<file path="src/rtl/gate_route_ctrl_pkg.sv">
// Shared types and helpers for the gate route-capability controller.
// Holds the control FSM encoding and width helpers used by the top and arbiter.
package gate_route_ctrl_pkg;

  localparam int DEF_N_PORTS = 4;
  localparam int DEF_N_DESTS = 4;
  localparam int DEF_ROUTE_W = 8;

  typedef enum logic {
    ST_IDLE,
    ST_FLUSH
  } gate_ctrl_state_t;

  // Index width that stays at least one bit wide for tiny tables.
  function automatic int idx_w(input int n);
    return (n < 2) ? 1 : $clog2(n);
  endfunction

endpackage

</file>
<file path="src/rtl/gate_route_ctrl_rr_arb.sv">
// Round-robin arbiter: first request at or after ptr wins.
// Ports: req (requests), ptr (start port), gnt (one-hot), gnt_idx, gnt_any.
module gate_rr_arb
  import gate_route_ctrl_pkg::*;
#(
  parameter int N  = DEF_N_PORTS,
  parameter int PW = idx_w(N)
) (
  input  logic [N-1:0]  req,
  input  logic [PW-1:0] ptr,
  output logic [N-1:0]  gnt,
  output logic [PW-1:0] gnt_idx,
  output logic          gnt_any
);

  always_comb begin
    gnt     = '0;
    gnt_idx = '0;
    gnt_any = 1'b0;
    for (int i = 0; i < N; i++) begin
      if (!gnt_any && req[(int'(ptr) + i) % N]) begin
        gnt[(int'(ptr) + i) % N] = 1'b1;
        gnt_idx = PW'((int'(ptr) + i) % N);
        gnt_any = 1'b1;
      end
    end
  end

endmodule

</file>
<file path="src/rtl/gate_route_ctrl.sv">
// Route-capability table shared between host writes and N_PORTS lookups.
// Ports: aclk/areset, cap_wr_* host channel, flush_req/busy, lkp_req_*/lkp_rsp_*.
module gate_route_ctrl
  import gate_route_ctrl_pkg::*;
#(
  parameter int N_PORTS = DEF_N_PORTS,
  parameter int N_DESTS = DEF_N_DESTS,
  parameter int ROUTE_W = DEF_ROUTE_W,
  parameter int IDX_W   = idx_w(N_DESTS),
  parameter int PORT_W  = idx_w(N_PORTS)
) (
  input  logic                     aclk,
  input  logic                     areset,
  input  logic                     cap_wr_valid,
  output logic                     cap_wr_ready,
  input  logic [IDX_W-1:0]         cap_wr_idx,
  input  logic [ROUTE_W-1:0]       cap_wr_route,
  input  logic                     cap_wr_revoke,
  input  logic                     flush_req,
  output logic                     flush_busy,
  input  logic [N_PORTS-1:0]       lkp_req_valid,
  output logic [N_PORTS-1:0]       lkp_req_ready,
  input  logic [N_PORTS*IDX_W-1:0] lkp_req_idx,
  output logic                     lkp_rsp_valid,
  output logic [PORT_W-1:0]        lkp_rsp_port,
  output logic                     lkp_rsp_hit,
  output logic [ROUTE_W-1:0]       lkp_rsp_route
);

  typedef struct packed {
    logic               valid;
    logic [PORT_W-1:0]  port;
    logic               hit;
    logic [ROUTE_W-1:0] route;
  } rsp_t;

  localparam logic [IDX_W-1:0]  LAST_IDX  = IDX_W'(N_DESTS - 1);
  localparam logic [PORT_W-1:0] LAST_PORT = PORT_W'(N_PORTS - 1);

  gate_ctrl_state_t state_q, state_d;
  logic [IDX_W-1:0] fcnt_q, fcnt_d;
  logic [PORT_W-1:0] ptr_q;
  logic [N_DESTS-1:0] valid_q;
  logic [ROUTE_W-1:0] route_q [N_DESTS];
  rsp_t rsp_q;

  logic [N_PORTS-1:0] arb_gnt;
  logic [PORT_W-1:0] arb_idx;
  logic arb_any;
  logic idle, wr_acc, lkp_acc;
  logic [IDX_W-1:0] sel_idx;
  logic sel_hit;
  logic [ROUTE_W-1:0] sel_route;

  gate_rr_arb #(
    .N  (N_PORTS),
    .PW (PORT_W)
  ) u_arb (
    .req     (lkp_req_valid),
    .ptr     (ptr_q),
    .gnt     (arb_gnt),
    .gnt_idx (arb_idx),
    .gnt_any (arb_any)
  );

  always_ff @(posedge aclk) begin
    if (areset) begin
      state_q <= ST_IDLE;
      fcnt_q  <= '0;
    end else begin
      state_q <= state_d;
      fcnt_q  <= fcnt_d;
    end
  end

  always_comb begin
    state_d = state_q;
    fcnt_d  = fcnt_q;
    unique case (state_q)
      ST_IDLE: begin
        fcnt_d = '0;
        if (flush_req) state_d = ST_FLUSH;
      end
      ST_FLUSH: begin
        fcnt_d = fcnt_q + 1'b1;
        if (fcnt_q == LAST_IDX) state_d = ST_IDLE;
      end
      default: state_d = ST_IDLE;
    endcase
  end

  // Outputs are forced low while reset is held so nothing leaks
  // from the pre-reset state during the reset cycle.
  always_comb begin
    idle          = (state_q == ST_IDLE) && !areset;
    flush_busy    = (state_q == ST_FLUSH) && !areset;
    cap_wr_ready  = idle && !flush_req;
    lkp_req_ready = idle ? arb_gnt : '0;
    wr_acc        = cap_wr_valid && cap_wr_ready;
    lkp_acc       = idle && arb_any;
  end

  // Compare-per-entry select keeps out-of-range indices a clean miss.
  always_comb begin
    sel_idx   = lkp_req_idx[int'(arb_idx)*IDX_W +: IDX_W];
    sel_hit   = 1'b0;
    sel_route = '0;
    for (int d = 0; d < N_DESTS; d++) begin
      if (sel_idx == IDX_W'(d)) begin
        sel_hit   = valid_q[d];
        sel_route = valid_q[d] ? route_q[d] : '0;
      end
    end
  end

  always_ff @(posedge aclk) begin
    if (areset) begin
      valid_q <= '0;
      for (int d = 0; d < N_DESTS; d++) route_q[d] <= '0;
    end else begin
      for (int d = 0; d < N_DESTS; d++) begin
        if (flush_busy && fcnt_q == IDX_W'(d))
          valid_q[d] <= 1'b0;
        if (wr_acc && cap_wr_idx == IDX_W'(d)) begin
          valid_q[d] <= !cap_wr_revoke;
          route_q[d] <= cap_wr_revoke ? '0 : cap_wr_route;
        end
      end
    end
  end

  always_ff @(posedge aclk) begin
    if (areset) begin
      rsp_q <= '0;
      ptr_q <= '0;
    end else begin
      rsp_q.valid <= lkp_acc;
      if (lkp_acc) begin
        rsp_q.port  <= arb_idx;
        rsp_q.hit   <= sel_hit;
        rsp_q.route <= sel_route;
        ptr_q <= (arb_idx == LAST_PORT) ? '0 : arb_idx + 1'b1;
      end
    end
  end

  assign lkp_rsp_valid = rsp_q.valid;
  assign lkp_rsp_port  = rsp_q.port;
  assign lkp_rsp_hit   = rsp_q.hit;
  assign lkp_rsp_route = rsp_q.route;

endmodule

</file>
<file path="config.mk">
export PLATFORM = sky130hd
export DESIGN_NAME = gate_route_ctrl
export DESIGN_NICKNAME = d
export VERILOG_FILES = /design/src/rtl/gate_route_ctrl_pkg.sv /design/src/rtl/gate_route_ctrl_rr_arb.sv /design/src/rtl/gate_route_ctrl.sv
export SDC_FILE = /design/constraint.sdc
export NUM_CORES = 1
export LEC_CHECK = 0
export CAP_MARGIN = 30
export CORE_MARGIN = 8
export CORE_UTILIZATION = 25
export DETAILED_ROUTE_END_ITERATION = 6
export PLACE_DENSITY = 0.49
export SYNTH_ARGS = -nofsm -noshare
export SYNTH_HDL_FRONTEND = slang
export SYNTH_SLANG_ARGS = --single-unit
</file>
<file path="constraint.sdc">
create_clock -name aclk -period 7.67 [get_ports aclk]
set_input_delay 1.1505 -clock aclk [delete_from_list [all_inputs] [get_ports aclk]]
set_output_delay 1.1505 -clock aclk [all_outputs]
set_load 0.01 [all_outputs]
</file>
==> metrics.yaml, run 1 <==
yosys:
  yosysTopAreaCell: "edfxtp_1"
  synthCells: 310
  synth_most_common_cell: "and2_1"
  synth.area.top_cells: "edfxtp_1 (30%), dfxtp_1 (13%), and2_1 (7.1%), ha_1 (4.3%), nand2_1 (4.1%)"
  synth_nets: 348
  yosysWarnings: 0
  synth_edf_count: 32
  netlist.area_leader.share: 0.3012
  yosys-top-cells-count: "and2_1 (36), nand2_1 (35), edfxtp_1 (32)"
  ys.flop_type: "edfxtp_1"
  synth_seq_cells: 53
  synth.distinct_cells: 53
  async_flop_share: 0
  ys_seq_area_frac: 0.4329
  syn_area_sq_um: 3191
  avgSynthCellArea_sq_um: 10.29
critical_path:
  critPathArrivalTime_ns: 3.91
  cpMostUsedCell: "clkdlybuf4s50_1"
  r2r_setup_slack_ns: 3.44
  crit_slowest_cell: "mux4_2"
  r2r-start: "ptr_q[0]"
  critPathKind: "in2out"
  worst_r2r_path_depth: 10
  required_ns: 6.52
  critPathLaunchType: "primary input"
  worstPathMaxFanout: 12
  cp_cell_sequence: "clkdlybuf4s50_1 -> mux4_2 -> nor3_4 -> and2_1 -> a221oi_1 -> nor2_1 -> clkdlybuf4s50_1"
  critPathMaxStageDelay_ns: 0.68
  r2r_end: "lkp_rsp_hit"
  end_kind: "primary output"
job:
  maxCapViolations: 0
placed_design:
  port_buffers: 44
  gp_congestion: 0.7671
  dp_cells: 508
  pre_cts_ws_ns: 2.617
  dpl.hpwl_microns: 6184
sta:
  worst_slack_ns: 2.608
  rsz0062_at_grt: "false"
  slew_violations: 0
  worst_pin_slew_ns: 0.8296
  max_freq_ghz: 0.1976
  finalCritPeriodShare: 0.6599
  fin_skew_ns: 0.005676
  tns_ns: 0
  hold_violations: 0
  fin_crit_ns: 5.062
  slew_headroom: 0.4427
  setup-violations-final: 0
power_and_ir_drop:
  finalPower_mw: 1.161
  pwr_density_cell_nw_per_um2: 299.9
  p_leak_nw: 1.367
  vdd_drop_max_mv: 0.08003
final_layout:
  final_cells: 516
  drive_above_1_share: 0.06977
  final_core_util: 0.3094
  area_growth_syn_to_layout_pct: 21.37
  n_fill_cell: 1325
  nets: 381
  antenna_cells: 0
drt:
  num_vias: 2437
  viasPerCell: 4.723
  drt_pass1_iterations: 5
  wl_microns: 7871
  post_drt_wl_per_cell_microns: 15.25
  ant_nets: 0
  drt_iter0_markers: 161
  drc: 0
grt:
  grtUsageTotal: 0.09624
  gr-total-overflow: 0
  grt_max_degree: 19
  grt_pass1_wl_microns: 12650
  antenna_found_initial: 0
  grt_pass1_vias: 2378
cts:
  clock_latency_ns: 0.29
  cts_hold_buf: 0
  htree_num_levels: 2
  tritoncts: "built"
  clk_path_buf_depth: 2
  cts_sinks: 53
  numCtsBuffers: 5
  root_buffer: "clkbuf_16"
  clkTransAtPathRegs_ns: 0.06
  cts_resized: 0
  post-cts-setup-buffers: 0
floorplan:
  coreArea_sq_um: 12520
  fp.dieH_microns: 129.0
  ios: 45
  die_w_microns: 129.0
  initial_core_util: 0.2549
  die_area_sq_um: 16630
  core.rowCount: 41
min_path:
  hold_class: "reg2reg"
  hold_depth: 2
  min_to: "lkp_rsp_port[1]"
  hold_start: "lkp_rsp_port[1]"
run_status:
  status: "finished clean"
sequential cells by signal, indices dropped and copies added (netlist names):
name,count
route_q,32
lkp_rsp_route,8
valid_q,4
fcnt_q,2
lkp_rsp_port,2
ptr_q,2
lkp_rsp_hit,1
lkp_rsp_valid,1
state_q,1
stage by stage:
stage          hold slack, ns  area [sq um]
2_1_floorplan          0.4805          3191
3_3_place_gp           0.4765          3732
3_5_place_dp           0.4775          3732
4_1_cts                0.4946          3872
5_1_grt                0.5089          3872
6_report               0.4870          3872
worst max path at each step:
stage	from	slack, ns	end
2_1_floorplan	ptr_q[0]	4.05	lkp_req_ready[0]
3_5_place_dp	lkp_req_valid[3]	2.62	lkp_req_ready[2]
3_3_place_gp	lkp_req_valid[2]	2.70	lkp_req_ready[0]
6_report	lkp_req_valid[3]	2.61	lkp_req_ready[2]
5_1_grt	lkp_req_valid[2]	2.45	lkp_req_ready[1]
4_1_cts	lkp_req_valid[2]	2.62	lkp_req_ready[2]
cell families after synthesis:
| family | after synthesis | synth area share |
|---|---|---|
| fa+ha+maj | 11 | 0.04314 |
| xor+xnor | 1 | 0.002746 |
| mux | 15 | 0.06431 |
| flops | 53 | 0.4329 |
| buf+inv | 24 | 0.04274 |
| compound gates | 70 | 0.1812 |
| simple gates | 136 | 0.2329 |
cells in the final DEF, fill, tap and decap left out, drive strengths merged, types with 2 or more instances in the layout:
master	n
ha	11
o21bai	4
clkdlybuf4s50	44
a31oi	7
a32oi	3
a21oi	6
a221oi	4
o211ai	12
dfxtp	21
mux2i	10
and3	5
a22oi	4
nand2b	2
o21a	2
nor3	4
nand2	36
nor2b	7
mux4	4
nand3	5
edfxtp	32
nand3b	3
o21ai	4
nand4	14
o2111a	2
inv	6
a221o	9
clkbuf	6
o22a	2
and2	36
nor2	22
a21o	4
worst max-delay path: cells and delay by family:
| family | cells | cell delay [ns] |
|---|---|---|
| buffers and inverters | 2 | 1.07 |
| AND/OR/NAND/NOR | 3 | 0.85 |
| multiplexers | 1 | 0.68 |
| AO/OA/AOI/OAI | 1 | 0.17 |
report_power, final:
group | total [mW] | leakage [nW] | internal [mW] | switching (mW)
combinational | 0.595 | 0.797 | 0.226 | 0.369
sequential | 0.350 | 0.505 | 0.318 | 0.0313
clock | 0.217 | 0.0645 | 0.120 | 0.0965
area by class of cell:
class,count,area (sq um),area share
multi-input cells,233,1673,0.4320
repair buffers,44,440.4,0.1137
well taps,172,215.2,0.05557
flip-flops and latches,53,1381,0.3567
clock inverters,2,11.26,0.002908
inverters,6,22.52,0.005816
clock buffers,6,128.9,0.03328
metal layers:
layer / part of all wire / routed length, microns / track usage
met2: 0.46 / 3656 / 0.1549
met4: 0.014 / 112 / 0.03386
met5: 0 / 0 / 0
met1: 0.48 / 3763 / 0.1252
met3: 0.043 / 338 / 0.01945
No activity file was read; power rests on OpenSTA's default activity.
==> run 2: changes to the inputs <==
==> constraint.sdc (replaced) <==
create_clock -name aclk -period 5.2 [get_ports aclk]
set_input_delay 0.78 -clock aclk [delete_from_list [all_inputs] [get_ports aclk]]
set_output_delay 0.78 -clock aclk [all_outputs]
set_load 0.01 [all_outputs]
==> run 2 against run 1 <==
Non-clock buffer count up 1. Sequential power rose by 42%. Critical path depth rose by 1. Sequential cell count unchanged. Global-route usage is 0.23 points higher. Die area stayed put. Clock skew shrank 0.0023 ns. Worst setup slack got worse by 1.7 ns. Via count is 1.9% higher. Combinational power up 50%. Sequential share of layout area shrank 0.27 points. Largest cell class unchanged.
==> metrics.yaml, run 2 (synthesis results as in run 1) <==
drt:
  drt_pass1_iterations: 4  # -1
  drt_iter0_markers: 149  # -7.5%
  wl_microns: 7902  # +0.39%
  viasPerCell: 4.805  # +1.7%
  post_drt_wl_per_cell_microns: 15.28  # +0.20%
  ant_nets: 0  # unchanged
  drc: 0  # unchanged
  num_vias: 2484  # +1.9%
cts:
  root_buffer: "clkbuf_16"
  clock_latency_ns: 0.29  # about the same
  tritoncts: "built"
  clk_path_buf_depth: 2  # unchanged
  clkTransAtPathRegs_ns: 0.07  # about the same
  cts_hold_buf: 0  # unchanged
  htree_num_levels: 2  # unchanged
  post-cts-setup-buffers: 0  # unchanged
  numCtsBuffers: 5  # unchanged
  cts_sinks: 53  # unchanged
  cts_resized: 0  # unchanged
final_layout:
  area_growth_syn_to_layout_pct: 22.31
  largest_register_ffs: 32  # unchanged
  nets: 382  # +0.26%
  layout_commonest_cell: "clkdlybuf4s50_1"
  antenna_cells: 0  # unchanged
  final_cell_mix: "clkdlybuf4s50_1 (44), and2_1 (36), nand2_1 (35)"
  top_register: "route_q"
  drive_above_1_share: 0.07536  # +0.005595
floorplan:
  die_w_microns: 129.0  # unchanged
  fp.dieH_microns: 129.0  # unchanged
  coreArea_sq_um: 12520  # unchanged
  ios: 45  # unchanged
  die_area_sq_um: 16630  # unchanged
  core.rowCount: 41  # unchanged
  initial_core_util: 0.2549  # unchanged
job:
  maxCapViolations: 0  # unchanged
critical_path:
  endpoint: "lkp_req_ready[1]"
  end_kind: "primary output"
  critPathArrivalTime_ns: 3.49  # -0.42 ns
  r2r-start: "ptr_q[1]"
  required_ns: 4.42  # -2.10 ns
  r2r_setup_slack_ns: 1.27  # -2.17 ns
  r2r_end: "lkp_rsp_hit"
  critPathLaunchType: "flop"
  critPathKind: "reg2out"
  startpoint: "ptr_q[1]"
  worst_r2r_path_depth: 10  # unchanged
  worstPathMaxFanout: 13  # +1
sta:
  worst_pin_slew_ns: 0.8825  # +0.05289 ns
  rsz0062_at_grt: "false"
  tns_ns: 0  # unchanged
  fin_skew_ns: 0.003418  # -0.002258 ns
  slew_headroom: 0.4071  # -0.03553
  hold_violations: 0  # unchanged
  max_freq_ghz: 0.2340
  finalCritPeriodShare: 0.8220
  fin_crit_ns: 4.274
  slew_violations: 0  # unchanged
  setup-violations-final: 0  # unchanged
power_and_ir_drop:
  pwr_density_cell_nw_per_um2: 448.1  # +49%
  finalPower_mw: 1.749  # +51%
  p_leak_nw: 1.386  # +1.4%
  vdd_drop_max_mv: 0.1343  # +68%
grt:
  grt_pass1_vias: 2437  # +2.5%
  antenna_found_initial: 0  # unchanged
  grt_pass1_wl_microns: 12950  # +2.3%
  grtUsageTotal: 0.09852  # +0.002277
  grt_max_degree: 19  # unchanged
  gr-total-overflow: 0  # unchanged
run_status:
  status: "finished clean"
placed_design:
  port_buffers: 44  # unchanged
  gp_congestion: 0.7333  # -4.4%
  dpl.hpwl_microns: 6288  # +1.7%
min_path:
  hold_class: "reg2reg"
run 2: cell count changes in the layout (fill, tap and decap cells not counted):
cell | previous run | this run
clkinvlp_4 | 1 | 0
clkinv_4 | 0 | 1
clkbuf_16 | 5 | 6
buf_4 | 0 | 1
clkinv_1 | 1 | 0
run 2: worst min-delay path by stage:
| stage | from | end | slack (ns) | cells after the start |
|---|---|---|---|---|
| after floorplan | lkp_rsp_port[1] | lkp_rsp_port[1] | 0.48 | 2 |
| after global placement | lkp_rsp_route[6] | lkp_rsp_route[6] | 0.47 | 1 |
| after detailed placement | lkp_rsp_route[3] | lkp_rsp_route[3] | 0.48 | 1 |
| after CTS | lkp_rsp_port[1] | lkp_rsp_port[1] | 0.49 | 2 |
| after global routing | lkp_rsp_route[6] | lkp_rsp_route[6] | 0.51 | 1 |
| final | lkp_rsp_port[1] | lkp_rsp_port[1] | 0.48 | 2 |
run 2: critical path: stages, from the launching register on:
cell and delay, ns:
dfxtp_1 0.61, inv_1 0.15, ha_1 0.44, mux4_2 0.51, nor3_4 0.29, and2_1 0.40
a221oi_1 0.14, nor2_1 0.11, clkdlybuf4s50_1 0.54
run 2: per-stage QoR:
step | worst slack [ns] | cells | hold WS (ns) | utilization | cell area [sq um]
2_1_floorplan | 1.636 | 310 | 0.4805 | - | 3191
3_3_place_gp | 0.9739 | 509 | 0.4707 | 0.2988 | 3740
3_5_place_dp | 0.9211 | 509 | 0.4784 | 0.2988 | 3740
4_1_cts | 0.8717 | 517 | 0.4938 | 0.3118 | 3902
5_1_grt | 0.6300 | 517 | 0.5074 | 0.3118 | 3902
6_report | 0.9258 | 517 | 0.4797 | 0.3118 | 3902
run 2: area by class of cell:
cell class | instances | area [sq um]
inverters | 6 | 22.52
fillers | 1317 | 8615
multi-input cells | 233 | 1673
well taps | 172 | 215.2
repair buffers | 45 | 447.9
flip-flops and latches | 53 | 1381
clock inverters | 1 | 8.758
clock buffers | 7 | 153.9
run 2: report_power, final:
group,internal (mW),switching [mW],total [mW]
Clock,0.209,0.149,0.359
Combinational,0.338,0.557,0.894
Sequential,0.469,0.0260,0.496
run 2: metal layers:
metal | track usage | part of all wire
met5 | 0 | 0
met4 | 0.03179 | 0.016
met3 | 0.01986 | 0.045
met2 | 0.1626 | 0.47
met1 | 0.1260 | 0.47
